<file path="config.mk">
export PLATFORM = sky130hd
export DESIGN_NAME = fdd_track_writeback
export DESIGN_NICKNAME = d
export VERILOG_FILES = /design/src/rtl/fdd_track_writeback_pkg.sv /design/src/rtl/fdd_track_writeback_sd_sector_handshake.sv /design/src/rtl/fdd_track_writeback.sv
export SDC_FILE = /design/constraint.sdc
export NUM_CORES = 1
export LEC_CHECK = 0
export ABC_AREA = 1
export BUFFER_PORTS_ARGS = -buffer_cell sky130_fd_sc_hd__buf_2
export CORE_UTILIZATION = 60
export CTS_CLUSTER_DIAMETER = 200
export DETAILED_ROUTE_END_ITERATION = 10
export GPL_TIMING_DRIVEN = 0
export PLACE_DENSITY = 0.83
export SETUP_SLACK_MARGIN = 0.02
export SYNTH_ARGS = -nofsm -noshare
export SYNTH_HDL_FRONTEND = slang
export SYNTH_SLANG_ARGS = --single-unit
</file>
<file path="constraint.sdc">
create_clock -name clk_sys -period 6.54 [get_ports clk_sys]
set_input_delay 1.635 -clock clk_sys [delete_from_list [all_inputs] [get_ports clk_sys]]
set_output_delay 1.635 -clock clk_sys [all_outputs]
set_load 0.03 [all_outputs]
</file>
<file path="src/rtl/fdd_track_writeback_pkg.sv">
// Shared definitions for the floppy track write-back engine.
// Holds the default track geometry, the sequencing state encoding, the
// track/sector/LBA widths and the track-to-LBA conversion helper.
package fdd_track_writeback_pkg;

  localparam int SECTORS   = 13;  // 512-byte SD sectors per floppy track
  localparam int TRACK_W   = 6;
  localparam int SEC_W     = 4;
  localparam int LBA_W     = 32;
  localparam int LBA_MUL_W = 10;  // width of track * SECTORS before zero-extension

  // Out-of-range track so the first real track request always loads.
  localparam logic [TRACK_W-1:0] TRACK_NONE = '1;

  typedef enum logic [2:0] {
    IDLE,
    FLUSH_REQ,
    FLUSH_XFER,
    LOAD_REQ,
    LOAD_XFER
  } state_t;

  // First LBA of a track: product kept at 10 bits, then zero-extended.
  function automatic logic [LBA_W-1:0] track_lba(input logic [TRACK_W-1:0] track,
                                                 input int unsigned sectors);
    logic [LBA_MUL_W-1:0] prod;
    prod = LBA_MUL_W'(track) * LBA_MUL_W'(sectors);
    return LBA_W'(prod);
  endfunction

endpackage

</file>
<file path="src/rtl/fdd_track_writeback_sd_sector_handshake.sv">
// SD sector request/acknowledge sequencing.
// Ports:
//   clk_sys, reset_n  - clock, async active-low reset
//   req_active_i      - owning FSM sits in a request state
//   wr_sel_i          - 1 = write (flush) request, 0 = read (load) request
//   sd_ack_i          - SD acknowledge, high for one sector transfer
//   sd_rd_o, sd_wr_o  - sector read / write request
//   ack_rise_o        - sd_ack rising edge (request is taken)
//   ack_fall_o        - sd_ack falling edge (sector transfer finished)
module sd_sector_handshake (
  input  logic clk_sys,
  input  logic reset_n,
  input  logic req_active_i,
  input  logic wr_sel_i,
  input  logic sd_ack_i,
  output logic sd_rd_o,
  output logic sd_wr_o,
  output logic ack_rise_o,
  output logic ack_fall_o
);

  logic ack_q;

  always_ff @(posedge clk_sys or negedge reset_n) begin
    if (!reset_n) begin
      ack_q <= 1'b0;
    end else begin
      ack_q <= sd_ack_i;
    end
  end

  assign ack_rise_o = sd_ack_i & ~ack_q;
  assign ack_fall_o = ~sd_ack_i & ack_q;

  // Requests decode straight from the registered request state, so they are
  // mutually exclusive and drop with the state on reset.
  assign sd_rd_o = req_active_i & ~wr_sel_i;
  assign sd_wr_o = req_active_i & wr_sel_i;

endmodule

</file>
<file path="src/rtl/fdd_track_writeback.sv">
// Floppy track buffer write-back / reload sequencer.
// Keeps one track of the disk image in a sector buffer. When the controller
// selects another track (or a new image is mounted) a dirty buffer is first
// written back to SD, then the requested track is read in, one 512-byte
// sector at a time, while the CPU is held in cpu_wait.
// Ports:
//   clk_sys, reset_n         - clock, async active-low reset
//   track_req                - track selected by the disk controller
//   buf_we                   - buffer write strobe (marks dirty in IDLE)
//   img_mounted              - one-cycle pulse, new image mounted
//   img_size_nz, img_readonly- mounted image properties
//   sd_ack                   - SD sector transfer acknowledge
//   sd_lba, sd_rd, sd_wr     - SD sector request
//   track_sec                - buffer sector index
//   cpu_wait                 - CPU stall while not IDLE
//   loaded_track, dirty      - buffer status
module fdd_track_writeback #(
  parameter int SECTORS = fdd_track_writeback_pkg::SECTORS
) (
  input  logic        clk_sys,
  input  logic        reset_n,
  input  logic [5:0]  track_req,
  input  logic        buf_we,
  input  logic        img_mounted,
  input  logic        img_size_nz,
  input  logic        img_readonly,
  input  logic        sd_ack,
  output logic [31:0] sd_lba,
  output logic        sd_rd,
  output logic        sd_wr,
  output logic [3:0]  track_sec,
  output logic        cpu_wait,
  output logic [5:0]  loaded_track,
  output logic        dirty
);

  import fdd_track_writeback_pkg::*;

  localparam logic [SEC_W-1:0] LAST_SEC = SEC_W'(SECTORS - 1);

  state_t               state_q;
  logic                 dirty_q;
  logic                 mount_pend_q;
  logic [TRACK_W-1:0]   loaded_track_q;
  logic [SEC_W-1:0]     track_sec_q;
  logic [LBA_W-1:0]     sd_lba_q;
  logic                 cpu_wait_q;

  logic ack_rise, ack_fall;
  logic last_sec, trigger, flush_ok;

  assign last_sec = (track_sec_q == LAST_SEC);
  assign trigger  = (track_req != loaded_track_q) | mount_pend_q;
  // A mount arriving this very cycle invalidates the buffer, so never flush it.
  assign flush_ok = dirty_q & ~img_mounted & ~img_readonly & img_size_nz;

  always_ff @(posedge clk_sys or negedge reset_n) begin
    if (!reset_n) begin
      state_q        <= IDLE;
      dirty_q        <= 1'b0;
      mount_pend_q   <= 1'b0;
      loaded_track_q <= TRACK_NONE;
      track_sec_q    <= '0;
      sd_lba_q       <= '0;
      cpu_wait_q     <= 1'b0;
    end else begin
      case (state_q)
        IDLE: begin
          if (buf_we) dirty_q <= 1'b1;
          if (trigger) begin
            track_sec_q <= '0;
            if (flush_ok) begin
              state_q    <= FLUSH_REQ;
              sd_lba_q   <= track_lba(loaded_track_q, SECTORS);
              cpu_wait_q <= 1'b1;
            end else begin
              loaded_track_q <= track_req;
              mount_pend_q   <= 1'b0;
              if (img_size_nz) begin
                state_q    <= LOAD_REQ;
                sd_lba_q   <= track_lba(track_req, SECTORS);
                cpu_wait_q <= 1'b1;
              end
            end
          end
        end
        FLUSH_REQ: if (ack_rise) state_q <= FLUSH_XFER;
        FLUSH_XFER: begin
          if (ack_fall) begin
            // A mount abandons the rest of the flush once this sector is done.
            if (last_sec || mount_pend_q || img_mounted) begin
              state_q        <= LOAD_REQ;
              dirty_q        <= 1'b0;
              mount_pend_q   <= 1'b0;
              track_sec_q    <= '0;
              sd_lba_q       <= track_lba(track_req, SECTORS);
              loaded_track_q <= track_req;
            end else begin
              state_q     <= FLUSH_REQ;
              track_sec_q <= track_sec_q + 1'b1;
              sd_lba_q    <= sd_lba_q + 1'b1;
            end
          end
        end
        LOAD_REQ: if (ack_rise) state_q <= LOAD_XFER;
        LOAD_XFER: begin
          if (ack_fall) begin
            if (last_sec) begin
              state_q    <= IDLE;
              cpu_wait_q <= 1'b0;
            end else begin
              state_q     <= LOAD_REQ;
              track_sec_q <= track_sec_q + 1'b1;
              sd_lba_q    <= sd_lba_q + 1'b1;
            end
          end
        end
        default: begin
          state_q    <= IDLE;
          cpu_wait_q <= 1'b0;
        end
      endcase
      // Mount wins over buf_we and over any clear above.
      if (img_mounted) begin
        mount_pend_q <= 1'b1;
        dirty_q      <= 1'b0;
      end
    end
  end

  sd_sector_handshake u_handshake (
    .clk_sys      (clk_sys),
    .reset_n      (reset_n),
    .req_active_i ((state_q == FLUSH_REQ) || (state_q == LOAD_REQ)),
    .wr_sel_i     (state_q == FLUSH_REQ),
    .sd_ack_i     (sd_ack),
    .sd_rd_o      (sd_rd),
    .sd_wr_o      (sd_wr),
    .ack_rise_o   (ack_rise),
    .ack_fall_o   (ack_fall)
  );

  assign sd_lba       = sd_lba_q;
  assign track_sec    = track_sec_q;
  assign cpu_wait     = cpu_wait_q;
  assign loaded_track = loaded_track_q;
  assign dirty        = dirty_q;

endmodule

</file>
==> flow_summary.json, run 1 <==
{
  "status": "finished clean",
  "track_usage_pct": 33.79,
  "viasPerCell": 5.564,
  "final_cells": 910,
  "skew_ns": 0.006788,
  "yosysWarnings": 0,
  "die_area_um2": 8120,
  "p_sw_share_pct": 53.55,
  "synth_nets": 799,
  "p_sw_uw": 1052,
  "slew_violations": 0,
  "cp-startpoint": "track_req[2]",
  "tightest_slew_ns": 1.157,
  "hold_path_class": "reg -> reg",
  "cts_sinks": 49,
  "ant_nets": 0,
  "gr-total-overflow": 0,
  "reg2reg_depth": 14,
  "fin_crit_ns": 3.663,
  "grt_pass1_vias": 4734,
  "clock_latency_ns": 0.31,
  "syn_inst": 745,
  "drv_cap": 0,
  "core_region_area_um2": 7370,
  "crit_path_end": "sd_lba[9]$_DFFE_PN0P_",
  "wl_per_cell_um": 14.66,
  "grt_pass1_wl_um": 22110,
  "r2r_end": "sd_lba[6]$_DFFE_PN0P_",
  "wl_um": 13340,
  "setup_viol": 0,
  "syn_area_um2": 4658,
  "io_pins": 59,
  "cts_max_path_buffers": 2,
  "irDropWorstVdd_uv": 269.4,
  "p_seq_share_pct": 25.3,
  "final_hold_viol_count": 0,
  "area_growth_pct": 11.20,
  "buffer_ports.inserted": 58,
  "final_layout_size_suffix_gt1_share_pct": 11.71,
  "fin_crit_sh_pct": 56.01,
  "ys_types": 31,
  "power.internal_uw": 912.2,
  "core.rowCount": 31,
  "gp_congestion": 0.9820,
  "vias": 5063,
  "crit_required_ns": 6.76,
  "dpl.hpwl_um": 10380,
  "layout_common_cells": "nand2_1, inv_1, nor2_1",
  "drcViolationCount": 0,
  "p_leak_uw": 0.002830,
  "drt_iter0_drc": 415,
  "die_y_um": 90.11,
  "hold-path-cell-count": 2,
  "powerDensity_nw_per_um2": 379.2,
  "p_comb_share_pct": 63.4,
  "path_max_fanout": 5,
  "start_kind": "input pin",
  "avgSynthCellArea_um2": 6.253,
  "critical_path_class": "in -> reg",
  "dp.cells": 902,
  "rsz0062_at_grt": "false",
  "cts_buffers": 5,
  "grt_max_degree": 50,
  "cts_max_level": 2,
  "first_pass_iters": 6,
  "postCtsHoldBufs": 0,
  "initial_core_util_pct": 63.21,
  "clockPowerShare_pct": 11.4,
  "cts_setup_buffers": 0,
  "worstPathArrival_ns": 3.89,
  "clk_pin_slew_worst_paths_ns": 0.10,
  "num_antenna_cells": 0,
  "cts_tree": "yes",
  "die_w_um": 90.11,
  "rr_startpoint": "loaded_track[2]$_DFFE_PN1P_",
  "cp-end-kind": "register",
  "final_common_cell": "nand2_1",
  "reg2reg_slack_ns": 3.93,
  "fin_nets": 864,
  "setup_tns_ns": 0,
  "grt_antenna_before_repair": 0,
  "synth_seq_cells": 49,
  "fmax_mhz": 273.0,
  "yosysSeqAreaShare_pct": 26.48,
  "cts_resized": 0,
  "max-slew-margin-rel_pct": 22.89,
  "root_buffer": "clkbuf_8"
}
-- synth_stat cells --
library cell,n,area [um^2]
nand2_1,276,1036
inv_4,1,6.260
o211ai_1,2,15.01
o31ai_1,1,7.510
o21bai_1,3,22.52
a21oi_1,12,60.06
or2_2,1,6.260
inv_2,1,3.750
inv_1,99,371.6
o21ai_0,25,125.1
o22ai_1,3,18.77
dfstp_2,6,157.7
buf_2,7,35.03
a21o_1,2,15.01
nand2_2,4,25.02
nand3_1,71,355.3
o21ai_1,7,35.03
nor2_1,81,304.0
nand4_1,23,143.9
buf_1,1,3.750
a211oi_1,2,15.01
dfrtp_1,43,1076
a21boi_0,2,15.01
clkbuf_1,3,11.26
nand3_4,1,17.52
nor2_2,6,37.54
buf_4,3,22.52
fa_1,6,120.1
xnor2_1,11,96.34
xor2_1,7,61.31
ha_1,35,437.9
-- flip-flops by register name, summed over array words and instances, names as in the netlist --
name               flops
sd_lba                32
loaded_track           6
track_sec              4
state_q                3
cpu_wait               1
dirty                  1
mount_pend_q           1
u_handshake.ack_q      1
-- routing by layer --
metal / share of wire (%) / wire (um) / vias up / track usage (%)
met5: 0 / 0 / - / 0
li1: - / - / 2495 / -
met3: 9.0 / 1204 / 21 / 5.584
met1: 45 / 5973 / 2328 / 47.61
met2: 45 / 5949 / 219 / 53.88
met4: 1.6 / 216 / 0 / 8.737
-- metrics by stage --
| step | power [uW] | utilization [%] | instance area [um^2] | hold slack (ns) | setup slack, ns |
|---|---|---|---|---|---|
| floorplan | 1389 | - | 4658 | 0.4773 | 2.896 |
| global placement | 1672 | 68.83 | 5072 | 0.5042 | 2.610 |
| detailed placement | 1718 | 68.83 | 5072 | 0.5151 | 2.559 |
| CTS | 1948 | 70.29 | 5180 | 0.5397 | 2.883 |
| global route | 2123 | 70.29 | 5180 | 0.5741 | 2.729 |
| finish | 1964 | 70.29 | 5180 | 0.5302 | 2.877 |
-- critical path, stage by stage --
cell and delay [ns]:
buf_2 0.15, ha_1 0.31, fa_1 0.54, inv_1 0.07, fa_1 0.47, inv_1 0.09
nand3_1 0.12, nand3_1 0.11, nand2_1 0.06, nand3_1 0.07, nand3_1 0.09, a21boi_0 0.19
-- power groups by stage --
stage                     sequential (uW)  clock [uW]  combinational, uW
final                                 496         223               1240
after global routing                  505         238               1380
after CTS                             490         228               1230
after detailed placement              495           0               1220
after global placement                491           0               1180
after floorplan                       583           0                806
-- area by class of cell --
cell class	instances	area [um^2]
multi-input cells	581	2970
fillers	707	2190
flip-flops and latches	49	1234
inverters	101	381.6
repair buffers	58	290.3
well taps	99	123.9
clock buffers	6	72.57
plain buffers	14	72.57
clock inverters	2	35.03
-- kinds of logic (layout without fill, tap and decap cells) --
family | count (synthesis) | after routing | share of synthesized area (%)
AOI/OAI and AO/OA | 59 | 59 | 7.064
DFF | 49 | 49 | 26.48
adders and majority gates | 41 | 41 | 11.98
xor gates and xnor gates | 18 | 18 | 3.384
buffers and inverters | 115 | 181 | 9.750
and+or+nand+nor | 463 | 463 | 41.34
-- worst min path at each step --
stage	start	to
floorplan	mount_pend_q$_DFFE_PN0P_	mount_pend_q$_DFFE_PN0P_
global placement	sd_lba[31]$_DFFE_PN0P_	sd_lba[31]$_DFFE_PN0P_
detailed placement	mount_pend_q$_DFFE_PN0P_	mount_pend_q$_DFFE_PN0P_
CTS	mount_pend_q$_DFFE_PN0P_	mount_pend_q$_DFFE_PN0P_
global route	sd_lba[31]$_DFFE_PN0P_	sd_lba[31]$_DFFE_PN0P_
finish	mount_pend_q$_DFFE_PN0P_	mount_pend_q$_DFFE_PN0P_
(Power assumes the default switching activity.)
==> run 2: changes to the inputs <==
--- a/config.mk
+++ b/config.mk
@@ -7,11 +7,11 @@
 export LEC_CHECK = 0
 export ABC_AREA = 1
 export BUFFER_PORTS_ARGS = -buffer_cell sky130_fd_sc_hd__buf_2
-export CORE_UTILIZATION = 60
+export CORE_UTILIZATION = 54
 export CTS_CLUSTER_DIAMETER = 200
 export DETAILED_ROUTE_END_ITERATION = 10
 export GPL_TIMING_DRIVEN = 0
-export PLACE_DENSITY = 0.83
+export PLACE_DENSITY = 0.79
 export SETUP_SLACK_MARGIN = 0.02
 export SYNTH_ARGS = -nofsm -noshare
 export SYNTH_HDL_FRONTEND = slang
==> constraint.sdc (replaced) <==
create_clock -name clk_sys -period 2.95 [get_ports clk_sys]
set_input_delay 0.7375 -clock clk_sys [delete_from_list [all_inputs] [get_ports clk_sys]]
set_output_delay 0.7375 -clock clk_sys [all_outputs]
set_load 0.03 [all_outputs]
==> run 2 against run 1 <==
  * Largest power group unchanged
  * Power grew 120%
  * First-iteration DRC count down 24%
  * Sequential power is 120% higher
==> flow_summary.json, run 2 (same netlist as run 1, synthesis figures left out) <==
{
  "die_y_um": 94.88,
  "worst_hold_slack_ns": 0.5301,
  "powerDensity_nw_per_um2": 837.6,
  "drcViolationCount": 0,
  "cts_tree": "yes",
  "final_hold_viol_count": 0,
  "root_buffer": "clkbuf_8",
  "cp-end-kind": "register",
  "cp-startpoint": "track_req[2]",
  "worstPathArrival_ns": 3.04,
  "status": "finished clean",
  "initial_core_util_pct": 56.13,
  "grt_max_degree": 50,
  "gr-total-overflow": 0,
  "ant_nets": 0,
  "grt_pass1_vias": 4690,
  "fmax_mhz": 358.4,
  "final_common_cell": "nand2_1",
  "path_buf_inv": 4,
  "path_max_fanout": 5,
  "hold_end": "dirty$_DFFE_PN0P_",
  "setup_viol": 0,
  "path_cells": "buf_2 -> ha_1 -> fa_1 -> inv_1 -> fa_1 -> inv_1 -> nand2_1 -> nand2_1 -> xor2_1 -> nand2_1 -> nand2_1 -> inv_1 -> nand2_1 -> nand2_1 -> nand2_1",
  "postCtsHoldBufs": 0,
  "r2r_end": "sd_lba[6]$_DFFE_PN0P_",
  "fin_crit_sh_pct": 94.57,
  "cpPeakStageDelay_ns": 0.54,
  "nFillCells": 805,
  "min_from": "dirty$_DFFE_PN0P_",
  "layout_common_cells": "nand2_1, inv_1, nor2_1",
  "cts_setup_buffers": 0,
  "num_antenna_cells": 0,
  "drv_cap": 0,
  "grt_pass1_wl_um": 22000,
  "clk_pin_slew_worst_paths_ns": 0.10,
  "die_area_um2": 9002,
  "cts_buffers": 5,
  "reg2reg_slack_ns": 0.38,
  "grt_antenna_before_repair": 0,
  "cts_sinks": 49,
  "area_growth_pct": 11.63,
  "hold-path-cell-count": 2,
  "track_usage_pct": 31.43,
  "crit_family": "adder cells",
  "slew_violations": 0,
  "hold_path_class": "reg -> reg",
  "fin_crit_ns": 2.790,
  "rr_startpoint": "loaded_track[2]$_DFFE_PN1P_",
  "skew_ns": 0.006197,
  "core.rowCount": 33,
  "vias": 5017,
  "die_w_um": 94.88,
  "largest_reg_flops": 32,
  "critical_path_class": "in -> reg",
  "rsz0062_at_grt": "false",
  "cts_resized": 0,
  "gp_congestion": 0.9750,
  "utilization_pct": 62.66,
  "dpl.hpwl_um": 10490,
  "final_layout_size_suffix_gt1_share_pct": 11.84,
  "crit_required_ns": 3.21,
  "first_pass_iters": 6,
  "crit_slowest_cell": "fa_1",
  "max-slew-margin-rel_pct": 23.41,
  "start_kind": "input pin",
  "wl_um": 13260,
  "reg2reg_depth": 14,
  "clock_latency_ns": 0.31,
  "core_region_area_um2": 8299,
  "viasPerCell": 5.477,
  "p_leak_uw": 0.002832,
  "wl_per_cell_um": 14.47,
  "irDropWorstVdd_uv": 650.5,
  "drt_iter0_drc": 317,
  "cp_common_cell": "nand2_1",
  "io_pins": 59,
  "buffer_ports.inserted": 58,
  "cts_max_path_buffers": 2,
  "tightest_slew_ns": 1.149,
  "cts_max_level": 2,
  "fin_nets": 864
}
run 2: cell types whose count changed in the layout (fill, tap and decap cells not counted):
cell        previous run  this run
clkinvlp_4             0         1
clkbuf_8               5         6
clkbuf_1               4         3
clkinv_2               1         0
run 2: routing by layer:
layer / share of wire, % / routed length [um] / track usage [%]
met4: 2.2 / 293 / 11.36
met1: 46 / 6043 / 42.03
met2: 46 / 6098 / 51.14
met3: 6.2 / 822 / 4.831
met5: 0 / 0 / 0
run 2: stage by stage:
| step | setup TNS (ns) | area, um^2 | setup WS (ns) | power (uW) | cells |
|---|---|---|---|---|---|
| floorplan | 0 | 4658 | 0.2032 | 3080 | 745 |
| global placement | -0.1751 | 5080 | -0.09286 | 3753 | 908 |
| detailed placement | -0.3536 | 5080 | -0.1626 | 3816 | 908 |
| CTS | 0 | 5200 | 0.1789 | 4360 | 916 |
| global route | 0 | 5200 | 0.02616 | 4775 | 916 |
| finish | 0 | 5200 | 0.1602 | 4356 | 916 |
run 2: cell type report:
type	instances	area (um^2)	area share, %
multi-input combinational	581	2970	57.12
sequential	49	1234	23.72
inverter	101	381.6	7.339
timing repair buffer	58	290.3	5.582
tap	105	131.4	2.526
clock buffer	6	82.58	1.588
buffer	14	72.57	1.396
clock inverter	2	37.54	0.7218
run 2: power by group:
part,total (uW),switching [uW],internal (uW)
Combinational,2750,1840,912
Sequential,1090,226,860
Clock,523,247,276
Total,4360,2310,2050
run 2: worst register-to-register path: stages, from the launching register on:
cell and delay, ns:
dfstp_2 0.62, ha_1 0.15, inv_1 0.05, fa_1 0.49
inv_1 0.04, ha_1 0.34, nand2_1 0.10, nor2_1 0.09
nor2_1 0.05, or2_2 0.26, nand3_1 0.08, nand3_1 0.08
nand2_1 0.06, nand2_1 0.05, nand2_1 0.06
run 2: worst max path at each step:
stage	endpoint	slack [ns]	cells past startpoint
2_1_floorplan	sd_lba[7]$_DFFE_PN0P_	0.20	13
3_3_place_gp	sd_lba[7]$_DFFE_PN0P_	-0.09	14
3_5_place_dp	sd_lba[7]$_DFFE_PN0P_	-0.16	14
4_1_cts	sd_lba[7]$_DFFE_PN0P_	0.18	14
5_1_grt	sd_lba[9]$_DFFE_PN0P_	0.03	12
6_report	sd_lba[7]$_DFFE_PN0P_	0.16	15
==> run 3: changes to the inputs <==
--- a/config.mk
+++ b/config.mk
@@ -7,11 +7,11 @@
 export LEC_CHECK = 0
 export ABC_AREA = 1
 export BUFFER_PORTS_ARGS = -buffer_cell sky130_fd_sc_hd__buf_2
-export CORE_UTILIZATION = 54
+export CORE_UTILIZATION = 60
 export CTS_CLUSTER_DIAMETER = 200
 export DETAILED_ROUTE_END_ITERATION = 10
 export GPL_TIMING_DRIVEN = 0
-export PLACE_DENSITY = 0.79
+export PLACE_DENSITY = 0.83
 export SETUP_SLACK_MARGIN = 0.02
 export SYNTH_ARGS = -nofsm -noshare
 export SYNTH_HDL_FRONTEND = slang
==> constraint.sdc (replaced) <==
create_clock -name clk_sys -period 2.65 [get_ports clk_sys]
set_input_delay 0.6625 -clock clk_sys [delete_from_list [all_inputs] [get_ports clk_sys]]
set_output_delay 0.6625 -clock clk_sys [all_outputs]
set_load 0.03 [all_outputs]
==> run 3 against run 2 <==
  * Clock-buffer cell count grew 1
  * Sequential share of layout area down 0.57 points
  * Combinational power is 27% higher
  * Global-route usage is 3.1 points higher
  * Clock power shrank 11%
  * Setup slack worse by 0.11 ns
  * Critical endpoint is now sd_lba[8]$_DFFE_PN0P_
==> flow_summary.json, run 3 (same netlist as run 1, synthesis figures left out) <==
{
  "hold-path-cell-count": 1,
  "vias": 5279,
  "reg2reg_slack_ns": 0.05,
  "largest_reg_flops": 32,
  "drcViolationCount": 0,
  "io_pins": 59,
  "finalWorstSetupSlack_ns": 0.04534,
  "core.rowCount": 31,
  "path_max_fanout": 7,
  "fmax_mhz": 383.9,
  "postCtsHoldBufs": 0,
  "setup_viol": 0,
  "min_from": "sd_ack",
  "grt_antenna_before_repair": 0,
  "drv_cap": 0,
  "die_y_um": 90.11,
  "grt_pass1_wl_um": 22510,
  "reg2reg_depth": 13,
  "max-slew-margin-rel_pct": 18.96,
  "crit_required_ns": 2.89,
  "cts_max_level": 2,
  "layout_common_cells": "nand2_1, inv_1, nor2_1",
  "critical_path_class": "reg -> reg",
  "cts_tree": "yes",
  "slew_violations": 0,
  "buffer_ports.inserted": 58,
  "final_hold_viol_count": 0,
  "rsz0062_at_grt": "true",
  "die_w_um": 90.11,
  "hold_path_class": "in -> reg",
  "nFillCells": 610,
  "first_pass_iters": 7,
  "wl_per_cell_um": 15.85,
  "track_usage_pct": 34.54,
  "pre_cts_slack_ns": -0.2913,
  "cts_buffers": 5,
  "cts_max_path_buffers": 2,
  "clk_pin_slew_worst_paths_ns": 0.10,
  "fin_nets": 870,
  "p_leak_uw": 0.002844,
  "irDropWorstVdd_uv": 694.0,
  "root_buffer": "clkbuf_8",
  "hold_end": "u_handshake.ack_q$_DFF_PN0_",
  "final_common_cell": "nand2_1",
  "cp-end-kind": "register",
  "drt_iter0_drc": 461,
  "grt_pass1_vias": 4760,
  "fin_crit_sh_pct": 98.29,
  "initial_core_util_pct": 63.21,
  "tightest_slew_ns": 1.216,
  "status": "finished clean",
  "num_antenna_cells": 0,
  "gp_congestion": 0.9739,
  "grt_max_degree": 50,
  "final_cells": 916,
  "p_total_uw": 5185,
  "final_layout_size_suffix_gt1_share_pct": 14.32,
  "worstPathArrival_ns": 2.84,
  "r2r_end": "sd_lba[8]$_DFFE_PN0P_",
  "wl_um": 14520,
  "dpl.hpwl_um": 10560,
  "cp-startpoint": "loaded_track[4]$_DFFE_PN1P_",
  "start_kind": "register",
  "rr_startpoint": "loaded_track[4]$_DFFE_PN1P_",
  "viasPerCell": 5.763,
  "clock_latency_ns": 0.31,
  "powerDensity_nw_per_um2": 973.1,
  "area_growth_pct": 14.40,
  "cts_sinks": 49,
  "fin_crit_ns": 2.605,
  "gr-total-overflow": 0,
  "dp.cells": 902,
  "ant_nets": 0,
  "core_region_area_um2": 7370,
  "die_area_um2": 8120,
  "skew_ns": 0.008180
}
## run 3: layout make-up
| type | instances | area (um^2) | share of cell area, % |
|---|---|---|---|
| Timing Repair Buffer | 64 | 337.8 | 6.340 |
| Buffer | 14 | 72.57 | 1.362 |
| Inverter | 101 | 381.6 | 7.161 |
| Multi-Input combinational cell | 581 | 3095 | 58.09 |
| Clock inverter | 1 | 7.507 | 0.1409 |
| Tap cell | 99 | 123.9 | 2.324 |
| Clock buffer | 7 | 76.32 | 1.432 |
| Sequential cell | 49 | 1234 | 23.15 |
## run 3: metrics by stage
stage	TNS [ns]	hold WS, ns	cell area (um^2)	util, %
final	0	0.4718	5329	72.31
after global routing	-0.03150	0.4702	5329	72.31
after CTS	0	0.4690	5159	70.00
after detailed placement	-1.364	0.5102	5075	68.86
after global placement	-1.100	0.5059	5075	68.86
after floorplan	0	0.3669	4661	-
## run 3: timing repair
item,in CTS,in global routing
resized for setup,0,21
buffers inserted,0,6
endpoints found under the setup margin,0,5
## run 3: where the power goes
part | internal, uW | leakage [uW] | switching (uW)
clock | 188 | 0.0000385 | 279
sequential | 957 | 0.000631 | 265
combinational | 1220 | 0.00217 | 2280
total | 2360 | 0.00284 | 2820
## run 3: worst max path at each step
| stage | endpoint | slack (ns) |
|---|---|---|
| after floorplan | sd_lba[7]$_DFFE_PN0P_ | 0.04 |
| after global placement | sd_lba[7]$_DFFE_PN0P_ | -0.25 |
| after detailed placement | sd_lba[7]$_DFFE_PN0P_ | -0.29 |
| after CTS | sd_lba[8]$_DFFE_PN0P_ | 0.03 |
| after global routing | sd_lba[8]$_DFFE_PN0P_ | -0.03 |
| final | sd_lba[8]$_DFFE_PN0P_ | 0.05 |
## run 3: worst max-delay path, cell delays in order, from the launching register on
cell and delay (ns):
dfstp_2 0.62, inv_1 0.11, ha_1 0.30, inv_1 0.04
ha_1 0.34, ha_4 0.32, nand2_1 0.09, nor2_1 0.10
nand2_1 0.09, nand3_1 0.10, nand2_1 0.06, nand3_1 0.08
nand3_1 0.09, a21boi_1 0.16
## run 3: layer usage
layer,wire [um],GRT usage (%),part of all wire [%],vias to the layer above
li1,-,-,-,2494
met4,323,7.930,2.2,0
met5,0,0,0,-
met1,6012,48.63,41,2424
met2,6686,55.92,46,320
met3,1496,5.245,10,41
